$ cat src/rtl/sm_mult_pkg.sv
// sm_mult_pkg: shared types and helpers for the sequential sign-magnitude multiplier.
// Optional feature macro used by sm_mult_seq: SM_MULT_SEQ_EARLY_TERM_EN.
package sm_mult_pkg;

   localparam int DEF_MAG_W = 2;

   typedef enum logic [1:0] {
      ST_IDLE = 2'd0,
      ST_RUN  = 2'd1,
      ST_DONE = 2'd2
   } state_t;

   // Sign bit of a {sign, magnitude} operand whose magnitude is mag_w bits wide.
   function automatic logic sign_of(input logic [31:0] x, input int mag_w);
      return x[mag_w];
   endfunction

   // Magnitude field of a {sign, magnitude} operand, zero-extended to 32 bits.
   function automatic logic [31:0] mag_of(input logic [31:0] x, input int mag_w);
      return x & ((32'd1 << mag_w) - 32'd1);
   endfunction

endpackage

$ cat src/rtl/sm_mult_step.sv
// sm_mult_step: one shift-add partial-product step, acc + (bit ? mag_a << k : 0).
// Purely combinational so the controller FSM and the datapath stay separable.
module sm_mult_step
   import sm_mult_pkg::*;
#(
   parameter int MAG_W = DEF_MAG_W,
   parameter int CNT_W = 1
) (
   input  logic [2*MAG_W-1:0] i_acc,
   input  logic [MAG_W-1:0]   i_mag_a,
   input  logic               i_bit,
   input  logic [CNT_W-1:0]   i_k,
   output logic [2*MAG_W-1:0] o_acc_next
);

   logic [2*MAG_W-1:0] w_pp;

   // Partial product is the multiplicand aligned to the weight of multiplier bit k.
   assign w_pp       = i_bit ? ({{MAG_W{1'b0}}, i_mag_a} << i_k) : '0;
   assign o_acc_next = i_acc + w_pp;

endmodule

$ cat src/rtl/sm_mult_seq.sv
// sm_mult_seq: sequential shift-add sign-magnitude multiplier, one multiplier bit per clock.
// Optional feature macro: SM_MULT_SEQ_EARLY_TERM_EN (stop as soon as the remaining
// multiplier bits are zero, and skip RUN entirely for zero-magnitude operands).
module sm_mult_seq
   import sm_mult_pkg::*;
#(
   parameter  int MAG_W  = DEF_MAG_W,
   localparam int PROD_W = 2*MAG_W+1
) (
   input  logic              clk,
   input  logic              rst_n,
   input  logic              start,
   input  logic [MAG_W:0]    a,
   input  logic [MAG_W:0]    b,
   output logic              ready,
   output logic              busy,
   output logic              done,
   output logic [PROD_W-1:0] product,
   output logic              zeroFlag
);

   localparam int ACC_W = 2*MAG_W;
   // Counter only ever holds 0..MAG_W-1, so it is exactly an index into the multiplier.
   localparam int CNT_W = (MAG_W > 1) ? $clog2(MAG_W) : 1;

   state_t             r_state, w_state_next;
   logic [MAG_W-1:0]   r_mag_a, r_mag_b;
   logic               r_sign;
   logic [ACC_W-1:0]   r_acc;
   logic [CNT_W-1:0]   r_count;
   logic [PROD_W-1:0]  r_product;
   logic               r_zero;

   logic [MAG_W-1:0]   w_mag_a_in, w_mag_b_in;
   logic               w_sign_in;
   logic [ACC_W-1:0]   w_acc_next;
   logic               w_accept;
   logic               w_last;
   logic               w_run_exit;
   logic               w_skip;
   logic               w_zero_run;

   assign w_mag_a_in = MAG_W'(mag_of(32'(a), MAG_W));
   assign w_mag_b_in = MAG_W'(mag_of(32'(b), MAG_W));
   assign w_sign_in  = sign_of(32'(a), MAG_W) ^ sign_of(32'(b), MAG_W);

   assign w_accept   = start & ready;
   assign w_last     = (r_count == CNT_W'(MAG_W-1));
   assign w_zero_run = (r_mag_a == '0) | (r_mag_b == '0);

`ifdef SM_MULT_SEQ_EARLY_TERM_EN
   logic w_zero_in;
   assign w_zero_in  = (w_mag_a_in == '0) | (w_mag_b_in == '0);
   // Leave RUN once no set multiplier bit remains above the current one.
   assign w_run_exit = w_last | (((r_mag_b >> r_count) >> 1) == '0);
   assign w_skip     = w_zero_in;
`else
   assign w_run_exit = w_last;
   assign w_skip     = 1'b0;
`endif

   sm_mult_step #(
      .MAG_W (MAG_W),
      .CNT_W (CNT_W)
   ) u_step (
      .i_acc      (r_acc),
      .i_mag_a    (r_mag_a),
      .i_bit      (r_mag_b[r_count]),
      .i_k        (r_count),
      .o_acc_next (w_acc_next)
   );

   // State register.
   always_ff @(posedge clk) begin
      if (!rst_n) r_state <= ST_IDLE;
      else        r_state <= w_state_next;
   end

   // Next-state and handshake outputs; DONE accepts a new start like IDLE does.
   always_comb begin
      w_state_next = r_state;
      ready        = 1'b0;
      busy         = 1'b0;
      done         = 1'b0;
      case (r_state)
         ST_IDLE: begin
            ready = 1'b1;
            if (start) w_state_next = w_skip ? ST_DONE : ST_RUN;
         end
         ST_RUN: begin
            busy = 1'b1;
            if (w_run_exit) w_state_next = ST_DONE;
         end
         ST_DONE: begin
            ready = 1'b1;
            done  = 1'b1;
            if (start) w_state_next = w_skip ? ST_DONE : ST_RUN;
            else       w_state_next = ST_IDLE;
         end
         default: w_state_next = ST_IDLE;
      endcase
   end

   // Operand capture, accumulation, and result registers (updated on DONE entry only).
   always_ff @(posedge clk) begin
      if (!rst_n) begin
         r_mag_a   <= '0;
         r_mag_b   <= '0;
         r_sign    <= 1'b0;
         r_acc     <= '0;
         r_count   <= '0;
         r_product <= '0;
         r_zero    <= 1'b0;
      end else begin
         if (w_accept) begin
            r_mag_a <= w_mag_a_in;
            r_mag_b <= w_mag_b_in;
            r_sign  <= w_sign_in;
            r_acc   <= '0;
            r_count <= '0;
         end else if (r_state == ST_RUN) begin
            r_acc   <= w_acc_next;
            r_count <= r_count + CNT_W'(1);
         end

         if ((r_state == ST_RUN) && w_run_exit) begin
            // Zero results are forced to +0 so -0 never leaves the block.
            r_product <= {r_sign & ~w_zero_run, w_acc_next};
            r_zero    <= w_zero_run;
         end
`ifdef SM_MULT_SEQ_EARLY_TERM_EN
         else if (w_accept && w_skip) begin
            r_product <= '0;
            r_zero    <= 1'b1;
         end
`endif
      end
   end

   assign product  = r_product;
   assign zeroFlag = r_zero;

endmodule

$ cat config.mk
export PLATFORM = sky130hd
export DESIGN_NAME = sm_mult_seq
export DESIGN_NICKNAME = d
export VERILOG_FILES = /design/src/rtl/sm_mult_pkg.sv /design/src/rtl/sm_mult_step.sv /design/src/rtl/sm_mult_seq.sv
export SDC_FILE = /design/constraint.sdc
export NUM_CORES = 1
export LEC_CHECK = 0
export BUFFER_PORTS_ARGS = -buffer_cell sky130_fd_sc_hd__buf_2
export CORE_UTILIZATION = 55
export CTS_CLUSTER_DIAMETER = 150
export CTS_CLUSTER_SIZE = 8
export DETAILED_ROUTE_END_ITERATION = 10
export PLACE_DENSITY = 0.89
export SETUP_SLACK_MARGIN = 0.15
export SYNTH_ARGS = -nofsm -noshare
export SYNTH_HDL_FRONTEND = slang
export SYNTH_SLANG_ARGS = --single-unit
$ cat constraint.sdc
create_clock -name clk -period 4 [get_ports clk]
set_clock_uncertainty 0.15 [all_clocks]
set_input_delay 0 -clock clk [delete_from_list [all_inputs] [get_ports clk]]
set_output_delay 0 -clock clk [all_outputs]
set_load 0.01 [all_outputs]
==> flow_summary.toml <==
[outcome]
outcome = "finished, final reports clean"

[logic_synthesis]
ys_seq_area_share_pct = 43.0
avgSynthCellArea_um2 = 8.54
ys.flop_type = "dfxtp_1"
synth_edf_count = 0
synthDistinctLibCells = 26
ys_ff_latch = 18
yosys-top-cells-count = "18 x dfxtp_1, 17 x nand2_1, 11 x a21oi_1"
ys_top_cells_by_area = "dfxtp_1 43%, nand2_1 7.6%, a21oi_1 6.6%"
netlist_instances = 98
yosysTopAreaCellShare_pct = 43.0
synth_most_common_cell = "dfxtp_1"
syn-num-nets = 111
async_flop_share_pct = 0
yosysTopAreaCell = "dfxtp_1"
synthesis.area_um2 = 837
synth_warnings = 0

[route]
ant_nets = 0
vias = 744
drc = 0
dr.pass1.iters = 4
routed_wl_um = 1690
drtIter0Drc = 18
wire_per_inst_um = 12.4
via_per_inst = 5.47

[sta]
fin_setup_tns_ns = 0
rsz0062_at_grt = "no"
clock.fmax_mhz = 557
min_period_over_period_pct = 44.9
tightest_slew_ns = 0.461
fin_crit_ns = 1.79
slew_violations = 0
finalSetupViolCount = 0
slew_headroom_pct = 69.2
hold_viol_final = 0

[clock_tree]
clock-root-buffer = "clkbuf_4"
max-clock-path-buffers = 2
cts-buffers-inserted = 3
clock_latency_ns = 0.29
clkSinkCount = 18
cts_max_level = 1
cts_resized = 0
post-cts-setup-buffers = 0
cts_tree = "built"
clk_pin_slew_ns = 0.09

[critical_path]
cp_max_fo = 4
criticalPathCategory = "flip-flop to flip-flop"
startpoint_type = "flip-flop"
rr_startpoint = "r_mag_b[0]"
reg2reg_slack_ns = 2.21
rr_endpoint = "r_acc[2]"
rr_worst_depth = 8
crit_required_ns = 4.07
end_kind = "flip-flop"
cp.arrival_ns = 1.87

[min_path]
whs_path_depth = 4
min-delay-start = "start"
holdPathEnd = "r_mag_a[0]"
hp-class = "primary input to flip-flop"

[layout]
area_growth_pct = 20.2
post-route-util_pct = 74.5
nNetsFinal = 136
drive_gt1_share_pct = 19.0
antenna_cells = 0

[placed_design]
port-buffer-count = 17
routabilityCongestion = 0.836
hpwlAfterDp_um = 1190

[power]
leakagePower_nw = 0.455
powerDensity_nw_per_um2 = 317
vdd.ir_drop.worst_v = 0.000247

[global_routing]
grtUsageTotal_pct = 24.7
grt_pass1_wl_um = 2660
grt_pass1_vias = 638
antenna_found_initial = 0
grt_max_degree = 17
grt_overflow = 0

[run]
maxCapViolCount = 0

[floorplanning]
fp.coreArea_um2 = 1350
start_util_pct = 62.0
num_rows = 13
die-area_um2 = 1680
die_h_um = 41.0
ios = 18
chipWidth_um = 41.0
==> layout by cell type (no fill, tap or decap), drive strengths merged <==
| cell | n |
|---|---|
| nand3b | 1 |
| or3 | 1 |
| inv | 6 |
| buf | 17 |
| fa | 1 |
| a21oi | 11 |
| and2b | 1 |
| dlygate4sd3 | 7 |
| and3 | 2 |
| nand3 | 8 |
| dfxtp | 18 |
| xnor2 | 2 |
| o221ai | 1 |
| ha | 3 |
| mux2i | 2 |
| o22a | 1 |
| nand2b | 3 |
| o21a | 3 |
| clkbuf | 3 |
| nor2b | 1 |
| nor2 | 7 |
| nand2 | 17 |
| and3b | 1 |
| a211oi | 3 |
| a2111o | 1 |
==> how the worst max path moves through the flow <==
stage	startpoint	end	slack, ns	depth (start not counted)
after floorplan	r_count	product[3]	2.38	6
after global placement	r_count	product[3]	2.26	6
after detailed placement	r_count	product[3]	2.23	6
after CTS	r_count	product[3]	2.21	6
after global routing	r_mag_b[0]	product[2]	2.05	8
final	r_mag_b[0]	r_acc[2]	2.21	8
==> flip-flops by register name, indices dropped and copies added (netlist names) <==
name      count
product       5
zeroFlag      1
r_mag_a       2
r_sign        1
r_count       1
r_state       2
r_acc         4
r_mag_b       2
==> worst max-delay path: stages (launching register included) <==
cell and delay [ns]:
dfxtp_1 0.39, nand2_1 0.07, nor2_1 0.09, ha_1 0.17, inv_1 0.05, fa_1 0.37, xnor2_1 0.23, nand2_1 0.09
a21oi_1 0.12
==> final cells by class <==
| type | count | area, um^2 |
|---|---|---|
| Multi-Input combinational cell | 70 | 427 |
| Sequential cell | 18 | 360 |
| Fill cell | 93 | 344 |
| Timing Repair Buffer | 24 | 155 |
| Clock buffer | 3 | 22.5 |
| Inverter | 6 | 22.5 |
| Tap cell | 15 | 18.8 |
==> cell families after synthesis <==
logic type      Yosys count  share of synthesized area, %
xor+xnor                  2                          2.09
mux                       2                          2.39
simple gates             42                          24.2
fa+ha+maj                 4                          6.88
flops                    18                          43.0
buf+inv                  10                          5.98
compound gates           20                          15.4
==> report_power, final <==
part	total, mW	internal, mW	switching (mW)
combinational	0.0404	0.0187	0.0217
clock	0.0863	0.0351	0.0513
sequential	0.192	0.185	0.00644
total	0.319	0.239	0.0794
==> stage by stage <==
step / worst slack (ns) / cells / power [mW] / hold WS (ns) / instance area [um^2]
finish: 2.21 / 136 / 0.319 / 0.0394 / 1010
global route: 2.05 / 136 / 0.333 / 0.0412 / 1010
CTS: 2.21 / 136 / 0.321 / 0.0325 / 1010
detailed placement: 2.23 / 126 / 0.230 / 0.0963 / 913
global placement: 2.26 / 126 / 0.228 / 0.0892 / 913
floorplan: 2.38 / 98 / 0.219 / -0.0325 / 837
==> per-layer routing <==
metal  wire [um]  global-route usage (%)  up-vias  share of wire [%]
li1            -                       -      383                  -
met1         801                    31.8      337                 47
met2         789                    38.7       20                 47
met3          66                    5.43        4                3.9
met4          36                    11.7        0                2.1
met5           0                       0        -                  0
==> what timing repair did <==
action | CTS | global route
setup endpoints to repair | 0 | 0
hold endpoints to repair | 9 | 0
hold buffers | 7 | 0
No activity file was read; power rests on OpenSTA's default activity.
